==> config.mk <==
export PLATFORM = sky130hd
export DESIGN_NAME = regfile_writeback_ctrl
export DESIGN_NICKNAME = d
export VERILOG_FILES = /design/src/rtl/regfile_writeback_ctrl_pkg.sv /design/src/rtl/wb_fifo.sv /design/src/rtl/regfile_writeback_ctrl.sv
export SDC_FILE = /design/constraint.sdc
export NUM_CORES = 1
export LEC_CHECK = 0
export ABC_CLOCK_PERIOD_IN_PS = 3100
export CAP_MARGIN = 20
export CORE_ASPECT_RATIO = 0.5
export CORE_MARGIN = 2
export CORE_UTILIZATION = 50
export CTS_BUF_LIST = sky130_fd_sc_hd__clkbuf_8
export CTS_CLUSTER_DIAMETER = 50
export DETAILED_ROUTE_END_ITERATION = 7
export GPL_ROUTABILITY_DRIVEN = 0
export GPL_TIMING_DRIVEN = 0
export PLACE_DENSITY_LB_ADDON = 0.3
export SYNTH_ARGS = -nofsm -noshare
export SYNTH_HDL_FRONTEND = slang
export SYNTH_SLANG_ARGS = --single-unit
==> constraint.sdc <==
create_clock -name clk -period 3.1 [get_ports clk]
set_input_delay 0.775 -clock clk [delete_from_list [all_inputs] [get_ports clk]]
set_output_delay 0.775 -clock clk [all_outputs]
set_load 0.02 [all_outputs]
==> src/rtl/regfile_writeback_ctrl_pkg.sv <==
// Shared widths and types for the 16x16 register file and its write-back controller.
package regfile_writeback_ctrl_pkg;

    localparam int DATA_W   = 16;
    localparam int ADDR_W   = 4;
    localparam int NUM_REGS = 2 ** ADDR_W;

    typedef struct packed {
        logic [ADDR_W-1:0] addr;
        logic [DATA_W-1:0] data;
    } wr_req_t;

    typedef enum logic [1:0] {
        ST_RUN   = 2'd0,
        ST_DRAIN = 2'd1,
        ST_SWEEP = 2'd2
    } wb_state_e;

endpackage

==> src/rtl/wb_fifo.sv <==
// Write-request FIFO for the write-back controller; exposes every slot's address and
// occupancy so the owner can detect read-after-write hazards against queued writes.
module wb_fifo
    import regfile_writeback_ctrl_pkg::*;
#(
    parameter int DEPTH = 4,
    localparam int PW   = $clog2(DEPTH)
) (
    input  logic                          clk,
    input  logic                          reset,
    input  logic                          i_push,
    input  wr_req_t                       i_push_req,
    input  logic                          i_pop,
    output wr_req_t                       o_head,
    output logic                          o_full,
    output logic                          o_empty,
    output logic [PW:0]                   o_count,
    output logic [DEPTH-1:0]              o_entry_valid,
    output logic [DEPTH-1:0][ADDR_W-1:0]  o_entry_addr
);

    wr_req_t       r_mem [DEPTH];
    logic [PW-1:0] r_wrPtr;
    logic [PW-1:0] r_rdPtr;
    logic [PW:0]   r_count;
    logic          w_doPush;
    logic          w_doPop;

    assign o_full   = (r_count == (PW+1)'(DEPTH));
    assign o_empty  = (r_count == '0);
    assign o_count  = r_count;
    assign o_head   = r_mem[r_rdPtr];
    assign w_doPush = i_push && !o_full;
    assign w_doPop  = i_pop && !o_empty;

    always_ff @(posedge clk or posedge reset) begin
        if (reset) begin
            r_wrPtr <= '0;
            r_rdPtr <= '0;
            r_count <= '0;
        end else begin
            if (w_doPush) r_wrPtr <= r_wrPtr + 1'b1;
            if (w_doPop)  r_rdPtr <= r_rdPtr + 1'b1;
            r_count <= r_count + (PW+1)'(w_doPush) - (PW+1)'(w_doPop);
        end
    end

    // Storage needs no reset: a slot is only observed once its occupancy bit is set.
    always_ff @(posedge clk) begin
        if (w_doPush) r_mem[r_wrPtr] <= i_push_req;
    end

    always_comb begin
        for (int i = 0; i < DEPTH; i++) begin
            o_entry_valid[i] = ({1'b0, PW'(i) - r_rdPtr} < r_count);
            o_entry_addr[i]  = r_mem[i].addr;
        end
    end

endmodule

==> src/rtl/regfile_writeback_ctrl.sv <==
// Register-file write-side initiator: round-robin arbitration of two producers into a FIFO,
// one regfile write per cycle, a zeroing init sweep, and RAW hazard reporting.
module regfile_writeback_ctrl
    import regfile_writeback_ctrl_pkg::*;
#(
    parameter int DEPTH = 4,
    localparam int PW   = $clog2(DEPTH)
) (
    input  logic              clk,
    input  logic              reset,
    input  logic              a_valid,
    output logic              a_ready,
    input  logic [ADDR_W-1:0] a_addr,
    input  logic [DATA_W-1:0] a_data,
    input  logic              b_valid,
    output logic              b_ready,
    input  logic [ADDR_W-1:0] b_addr,
    input  logic [DATA_W-1:0] b_data,
    input  logic              init_start,
    output logic              init_busy,
    output logic              wr_en,
    output logic [ADDR_W-1:0] wr_addr,
    output logic [DATA_W-1:0] wr_data,
    input  logic [ADDR_W-1:0] q_addr,
    output logic              q_hit,
    output logic [PW:0]       pending
);

    wb_state_e                    r_state;
    wb_state_e                    w_nextState;
    logic                         r_preferB;
    logic [ADDR_W-1:0]            r_sweepCtr;
    logic                         w_grantA;
    logic                         w_grantB;
    logic                         w_canAccept;
    logic                         w_push;
    logic                         w_pop;
    wr_req_t                      w_pushReq;
    wr_req_t                      w_head;
    logic                         w_fifoFull;
    logic                         w_fifoEmpty;
    logic [DEPTH-1:0]             w_entryValid;
    logic [DEPTH-1:0][ADDR_W-1:0] w_entryAddr;

    wb_fifo #(.DEPTH(DEPTH)) u_fifo (
        .clk           (clk),
        .reset         (reset),
        .i_push        (w_push),
        .i_push_req    (w_pushReq),
        .i_pop         (w_pop),
        .o_head        (w_head),
        .o_full        (w_fifoFull),
        .o_empty       (w_fifoEmpty),
        .o_count       (pending),
        .o_entry_valid (w_entryValid),
        .o_entry_addr  (w_entryAddr)
    );

    // Ready never looks at the pop of the same cycle, so a full FIFO always stalls producers.
    always_comb begin
        w_grantA    = a_valid && (!b_valid || !r_preferB);
        w_grantB    = b_valid && !w_grantA;
        w_canAccept = (r_state == ST_RUN) && !w_fifoFull && !reset;
        a_ready     = w_canAccept && w_grantA;
        b_ready     = w_canAccept && w_grantB;
        w_push      = (a_valid && a_ready) || (b_valid && b_ready);
        w_pushReq   = a_ready ? wr_req_t'{addr: a_addr, data: a_data}
                              : wr_req_t'{addr: b_addr, data: b_data};
    end

    always_comb begin
        w_nextState = r_state;
        case (r_state)
            ST_RUN:   if (init_start) w_nextState = ST_DRAIN;
            ST_DRAIN: if (w_fifoEmpty) w_nextState = ST_SWEEP;
            ST_SWEEP: if (r_sweepCtr == ADDR_W'(NUM_REGS - 1)) w_nextState = ST_RUN;
            default:  w_nextState = ST_RUN;
        endcase
    end

    // The head stays a hazard until the edge that commits it, so it is included in q_hit.
    always_comb begin
        wr_en     = 1'b0;
        wr_addr   = '0;
        wr_data   = '0;
        w_pop     = 1'b0;
        q_hit     = 1'b0;
        init_busy = (r_state != ST_RUN);
        if (r_state == ST_SWEEP) begin
            wr_en   = 1'b1;
            wr_addr = r_sweepCtr;
            q_hit   = 1'b1;
        end else begin
            w_pop = !w_fifoEmpty;
            wr_en = w_pop;
            if (w_pop) begin
                wr_addr = w_head.addr;
                wr_data = w_head.data;
            end
            for (int i = 0; i < DEPTH; i++) begin
                if (w_entryValid[i] && (w_entryAddr[i] == q_addr)) q_hit = 1'b1;
            end
        end
    end

    always_ff @(posedge clk or posedge reset) begin
        if (reset) begin
            r_state    <= ST_RUN;
            r_preferB  <= 1'b0;
            r_sweepCtr <= '0;
        end else begin
            r_state <= w_nextState;
            if (a_valid && a_ready) begin
                r_preferB <= 1'b1;
            end else if (b_valid && b_ready) begin
                r_preferB <= 1'b0;
            end
            if (r_state == ST_SWEEP) begin
                r_sweepCtr <= r_sweepCtr + 1'b1;
            end else begin
                r_sweepCtr <= '0;
            end
        end
    end

endmodule

==> results.ini, run 1 <==
[clock_network]
cts_tree = built
path_clk_slew_ns = 0.08
ctsHoldBuffers = 0
cts.htree.levels = 3
worst_skew_pair.late_latency_ns = 0.35
cts_buffers = 9
max-clock-path-buffers = 2
clockRootBuffer = clkbuf_8
clock_sinks = 94

[timing]
hold_violations = 0
rsz0062_at_grt = yes
period_share_pct = 97.1
skew_ns = 0.00874
fmax_mhz = 332
tightest_slew_ns = 1.07
setup_violations = 0
fin_hold_ws_ns = 0.505
maxSlewHeadroom_pct = 28.8
fin_ws_ns = 0.0888
final.min_clock_period_ns = 3.01
slew_violations = 0

[power]
peakVddDrop_v = 0.000581
leakage_nw = 2.13
p_per_area_mw_per_mm2 = 822

[logic_synthesis]
synth_common_cells = 80 x edfxtp_1, 21 x and2_1, 20 x mux4_2
ys_ff_latch = 94
ys_types = 35
synth_warnings = 0
ys.flop_type = edfxtp_1
synth_cells = 257
synthArstFlopShare_pct = 14.9
syn_avg_cell_area_um2 = 17.1
synth_seq_area_share_pct = 62.8
synthTopCellsByArea = edfxtp_1 55%, mux4_2 10%, dfrtp_1 8.0%, mux2_4 6.2%, xor2_1 3.6%
mappedNetlistNets = 318
synth_top_area_share_pct = 54.8
synth_edf_count = 80
syn-cell-area_mm2 = 0.00439
yosysMostFrequentCell = edfxtp_1
yosys.area.top_type = edfxtp_1

[die]
dieArea_mm2 = 0.00958
die_w_um = 136
initial_utilization_pct = 50.9
core_area_mm2 = 0.00862
dieHeight_um = 70.2
placementRows = 24
ios = 77

[placement]
dpl.hpwl_um = 5900
placed_cell_area_mm2 = 0.00529
dpl_worst_slack_ns = -0.342
dp_cells = 450
port_buffers = 76

[global_route]
overflow = 0
grt_max_degree = 21
grt_pass1_wl_um = 12900
grt_use_total_pct = 18.4
antenna_found_initial = 0
first_global_vias = 2644

[final_layout]
fin_cells = 466
fin_area_mm2 = 0.00552
finalNetCount = 406
antenna_cells = 0
utilization_pct = 64.0
drive_gt1_share_pct = 22.9
nFillCells = 607
areaGrowthSynthToFinish_pct = 25.8

[routing]
routed_wl_um = 8220
routedWlPerCell_um = 17.6
drtIter0Drc = 65
firstDrtPassIters = 4
vias = 2453
vias_per_cell = 5.26
drc = 0
ant_nets = 0

[critical_path]
ff2ff_path_depth = 5
cp.required_ns = 2.32
cp-start-kind = primary input
arrival_ns = 2.24
timing.rr.end = u_fifo.r_mem[3][1]
r2r_start = u_fifo.o_count[1]
critPathKind = primary input to primary output
r2r_slack_ns = 0.31
cp-end-kind = primary output
crit_path_max_fanout = 4

[min_path]
worst_hold_path.num_cells = 1
whs_endpoint = r_sweepCtr[0]
hp-start = r_sweepCtr[0]
hold_path.class = flop to flop

[job]
max_cap_viol_count = 0

[outcome]
status = finished clean

[critical path: stages]
cell and delay [ns]:
clkdlybuf4s50_1 0.51, xor2_1 0.20, nor4_1 0.32, o21ai_0 0.13, nand4_1 0.12, clkbuf_2 0.18
[area by class of cell]
cell class	count	area, µm²	share of cell area (%)
multi-input combinational	142	1570	28.4
inverter	12	45.0	0.816
buffer	9	81.3	1.47
timing repair buffer	77	762	13.8
tap	117	146	2.65
clock buffer	9	124	2.24
clock inverter	6	38.8	0.703
sequential	94	2750	49.9
[routing by layer]
layer	vias up	wire length, µm	global-route usage [%]
met3	9	358	5.01
met4	0	84	5.79
met5	-	0	0
met2	61	4460	33.3
li1	1143	-	-
met1	1240	3320	21.4
[what timing repair did]
| item | CTS | global route |
|---|---|---|
| pin swaps | 1 | 1 |
| buffers inserted | 1 | 0 |
| setup endpoints to repair | 21 | 13 |
| gates resized for setup | 27 | 18 |
[through the flow]
step	TNS (ns)	total power, mW
6_report	0	4.53
3_3_place_gp	-13.31	3.82
5_1_grt	-0.0156	4.79
3_5_place_dp	-15.86	3.89
2_1_floorplan	0	3.06
4_1_cts	-0.0551	4.59
[kinds of logic (layout without fill, tap and decap cells)]
| logic type | Yosys count | in the layout | synth area share [%] |
|---|---|---|---|
| DFF | 94 | 94 | 62.8 |
| and+or+nand+nor | 46 | 46 | 6.22 |
| muxes | 41 | 41 | 17.2 |
| xor gates and xnor gates | 24 | 24 | 4.79 |
| buffers and inverters | 21 | 113 | 2.23 |
| AOI/OAI and AO/OA | 19 | 19 | 3.20 |
| adders and majority gates | 12 | 12 | 3.59 |
[state kept, by name, summed over array words and instances, names as in the netlist]
| register | count |
|---|---|
| r_preferB | 1 |
| r_state | 2 |
| r_sweepCtr | 4 |
| u_fifo.o_count | 3 |
| u_fifo.r_mem | 80 |
| u_fifo.r_rdPtr | 2 |
| u_fifo.r_wrPtr | 2 |
[worst max-delay path by stage]
| stage | cells past startpoint | from | slack [ns] | endpoint |
|---|---|---|---|---|
| after floorplan | 7 | u_fifo.r_rdPtr[1] | 0.64 | q_hit |
| after global placement | 6 | q_addr[3] | -0.37 | q_hit |
| after detailed placement | 6 | q_addr[3] | -0.34 | q_hit |
| after CTS | 6 | q_addr[2] | -0.06 | q_hit |
| after global routing | 9 | u_fifo.r_rdPtr[0] | -0.02 | q_hit |
| final | 6 | q_addr[2] | 0.09 | q_hit |
[placed cells by master, fill, tap and decap left out, types with 6 or more instances in the layout]
master | netlist | final
xnor2_1 | 6 | 6
ha_1 | 11 | 11
clkbuf_8 | 0 | 9
and2_1 | 21 | 18
xor2_1 | 18 | 18
dfrtp_1 | 14 | 13
dlymetal6s2s_1 | 0 | 7
dlygate4sd2_1 | 0 | 7
clkdlybuf4s50_1 | 0 | 59
a21oi_1 | 6 | 6
mux4_2 | 20 | 20
edfxtp_1 | 80 | 80
nand2_1 | 7 | 7
mux2_4 | 18 | 18
inv_1 | 12 | 12
[report_power, final]
group / internal (mW) / switching [mW]
Sequential: 1.56 / 0.128
Combinational: 1.07 / 1.09
Clock: 0.286 / 0.399
(Power assumes the default switching activity.)
==> run 2, diff against run 1 <==
--- a/config.mk
+++ b/config.mk
@@ -16,6 +16,7 @@
 export GPL_ROUTABILITY_DRIVEN = 0
 export GPL_TIMING_DRIVEN = 0
 export PLACE_DENSITY_LB_ADDON = 0.3
+export RECOVER_POWER = 100
 export SYNTH_ARGS = -nofsm -noshare
 export SYNTH_HDL_FRONTEND = slang
 export SYNTH_SLANG_ARGS = --single-unit
==> run 2 against run 1 <==
  * Global-route usage unchanged
  * Die area did not move
  * Power barely moved
  * Critical path depth did not move
  * Routed wire length is essentially flat
  * Utilization unchanged
  * Final cell count did not move
  * Clock-buffer cell count unchanged
  * Clock power is essentially flat
  * Critical path type unchanged
  * Largest cell class unchanged
  * Highest routed layer unchanged
==> results.ini, run 2 (synthesized netlist as in run 1, its figures left out) <==
[clock_network]
cts_tree = built
clockRootBuffer = clkbuf_8
path_clk_slew_ns = 0.08  ; about the same
max-clock-path-buffers = 2  ; unchanged
cts_buffers = 9  ; unchanged
cts.htree.levels = 3  ; unchanged
ctsHoldBuffers = 0  ; unchanged
clock_sinks = 94  ; unchanged
worst_skew_pair.late_latency_ns = 0.35  ; about the same

[die]
dieHeight_um = 70.2  ; unchanged
core_area_mm2 = 0.00862  ; unchanged
die_w_um = 136  ; unchanged
initial_utilization_pct = 50.9  ; unchanged
placementRows = 24  ; unchanged
ios = 77  ; unchanged
dieArea_mm2 = 0.00958  ; unchanged

[final_layout]
utilization_pct = 64.0  ; unchanged
largest_reg_flops = 80  ; unchanged
regArea_mm2 = 0.00275  ; unchanged
drive_gt1_share_pct = 22.9  ; unchanged
multi_input_area_mm2 = 0.00157  ; unchanged
largest_register = u_fifo.r_mem
layout_commonest_cell = edfxtp_1
finalNetCount = 406  ; unchanged
layout_common_cells = 80 x edfxtp_1, 59 x clkdlybuf4s50_1, 20 x mux4_2
nFillCells = 607  ; unchanged
antenna_cells = 0  ; unchanged
areaGrowthSynthToFinish_pct = 25.8  ; unchanged

[routing]
routedWlPerCell_um = 17.6  ; about the same
vias = 2456  ; +0.12%
ant_nets = 0  ; unchanged
drtIter0Drc = 65  ; unchanged
firstDrtPassIters = 4  ; unchanged
vias_per_cell = 5.27  ; +0.12%
routed_wl_um = 8220  ; about the same
drc = 0  ; unchanged

[global_route]
antenna_found_initial = 0  ; unchanged
grt_pass1_wl_um = 12900  ; unchanged
overflow = 0  ; unchanged
grt_use_total_pct = 18.4  ; unchanged
first_global_vias = 2644  ; unchanged
grt_max_degree = 21  ; unchanged

[placement]
port_buffers = 76  ; unchanged
dpl.hpwl_um = 5900  ; unchanged

[critical_path]
slowest_stage = clkdlybuf4s50_1
crit_path_max_fanout = 4  ; unchanged
path_buf_inv = 2  ; unchanged
worstPathCellList = clkdlybuf4s50_1 -> xor2_1 -> nor4_1 -> o21ai_0 -> nand4_1 -> clkbuf_2
cp-end-kind = primary output
critPathKind = primary input to primary output
crit_family = buffers and inverters
arrival_ns = 2.24  ; about the same
cp.required_ns = 2.32  ; about the same
cp-start-kind = primary input
critPathMaxStageDelay_ns = 0.51  ; about the same

[timing]
tightest_slew_ns = 1.07  ; +0.00146 ns
final.min_clock_period_ns = 3.01  ; -0.000505 ns
maxSlewHeadroom_pct = 28.7  ; -0.097 points
rsz0062_at_grt = yes
fin_hold_ws_ns = 0.505  ; +0.0000990 ns
skew_ns = 0.00854  ; -0.000196 ns
slew_violations = 0  ; unchanged
setup_violations = 0  ; unchanged
hold_violations = 0  ; unchanged
fmax_mhz = 332  ; about the same
period_share_pct = 97.1  ; about the same

[power]
peakVddDrop_v = 0.000582  ; +0.11%
leakage_nw = 2.13  ; unchanged
p_per_area_mw_per_mm2 = 822  ; about the same

[job]
max_cap_viol_count = 0  ; unchanged

[min_path]
hold_path.class = flop to flop

[outcome]
status = finished clean

run 2: cell counts in the layout (fill, tap and decap cells not counted):
No cell type changed its count.
run 2: power breakdown:
group          internal (mW)  switching [mW]  leakage, nW
combinational           1.07            1.09         1.15
sequential              1.56           0.128        0.894
clock                  0.286           0.400       0.0845
run 2: final timing paths:
check	start	slack, ns	cells after the start	endpoint
max	q_addr[2]	0.09	6	q_hit
min	r_sweepCtr[0]	0.50	1	r_sweepCtr[0]
max reg2reg	u_fifo.o_count[1]	0.30	5	u_fifo.r_mem[3][1]
min reg2reg	r_sweepCtr[0]	0.50	1	r_sweepCtr[0]
max in group asynchronous	reset	1.84	2	u_fifo.o_count[2]
min in group asynchronous	reset	0.87	2	u_fifo.r_rdPtr[0]
run 2: through the flow:
step                worst slack (ns)  instances  total power [mW]  setup TNS (ns)  instance area (µm²)
finish                        0.0893        466              4.53               0                 5520
global route                 -0.0156        466              4.79         -0.0156                 5520
CTS                          -0.0551        466              4.59         -0.0551                 5490
detailed placement            -0.342        450              3.89          -15.86                 5290
global placement              -0.368        450              3.82          -13.31                 5290
floorplan                      0.641        257              3.06               0                 4390
run 2: area by class of cell:
type                    count  share of cell area, %
flip-flops and latches     94                   49.9
clock inverters             6                  0.703
repair buffers             77                   13.8
clock buffers               9                   2.24
inverters                  12                  0.816
well taps                 117                   2.65
multi-input cells         142                   28.4
plain buffers               9                   1.47
run 2: metal layers:
layer | track usage, % | routed length, µm | vias to the layer above | share of wire (%)
met5 | 0 | 0 | - | 0
met4 | 5.79 | 84 | 0 | 1.0
met3 | 5.01 | 360 | 9 | 4.4
met2 | 33.3 | 4450 | 61 | 54
met1 | 21.4 | 3330 | 1243 | 41
li1 | - | - | 1143 | -
run 2: what timing repair did:
action                                  in CTS  in global routing
pin swaps                                    1                  1
endpoints found under the setup margin      21                 13
gates resized for setup                     27                 18
setup buffers                                1                  0
gates cloned                                 0                  0
==> run 3, diff against run 2 <==
--- a/config.mk
+++ b/config.mk
@@ -11,7 +11,7 @@
 export CORE_MARGIN = 2
 export CORE_UTILIZATION = 50
 export CTS_BUF_LIST = sky130_fd_sc_hd__clkbuf_8
-export CTS_CLUSTER_DIAMETER = 50
+export CTS_CLUSTER_DIAMETER = 30
 export DETAILED_ROUTE_END_ITERATION = 7
 export GPL_ROUTABILITY_DRIVEN = 0
 export GPL_TIMING_DRIVEN = 0
==> results of run 3 <==
Same layout as run 2: the final DEF is identical, and so are final timing and power.
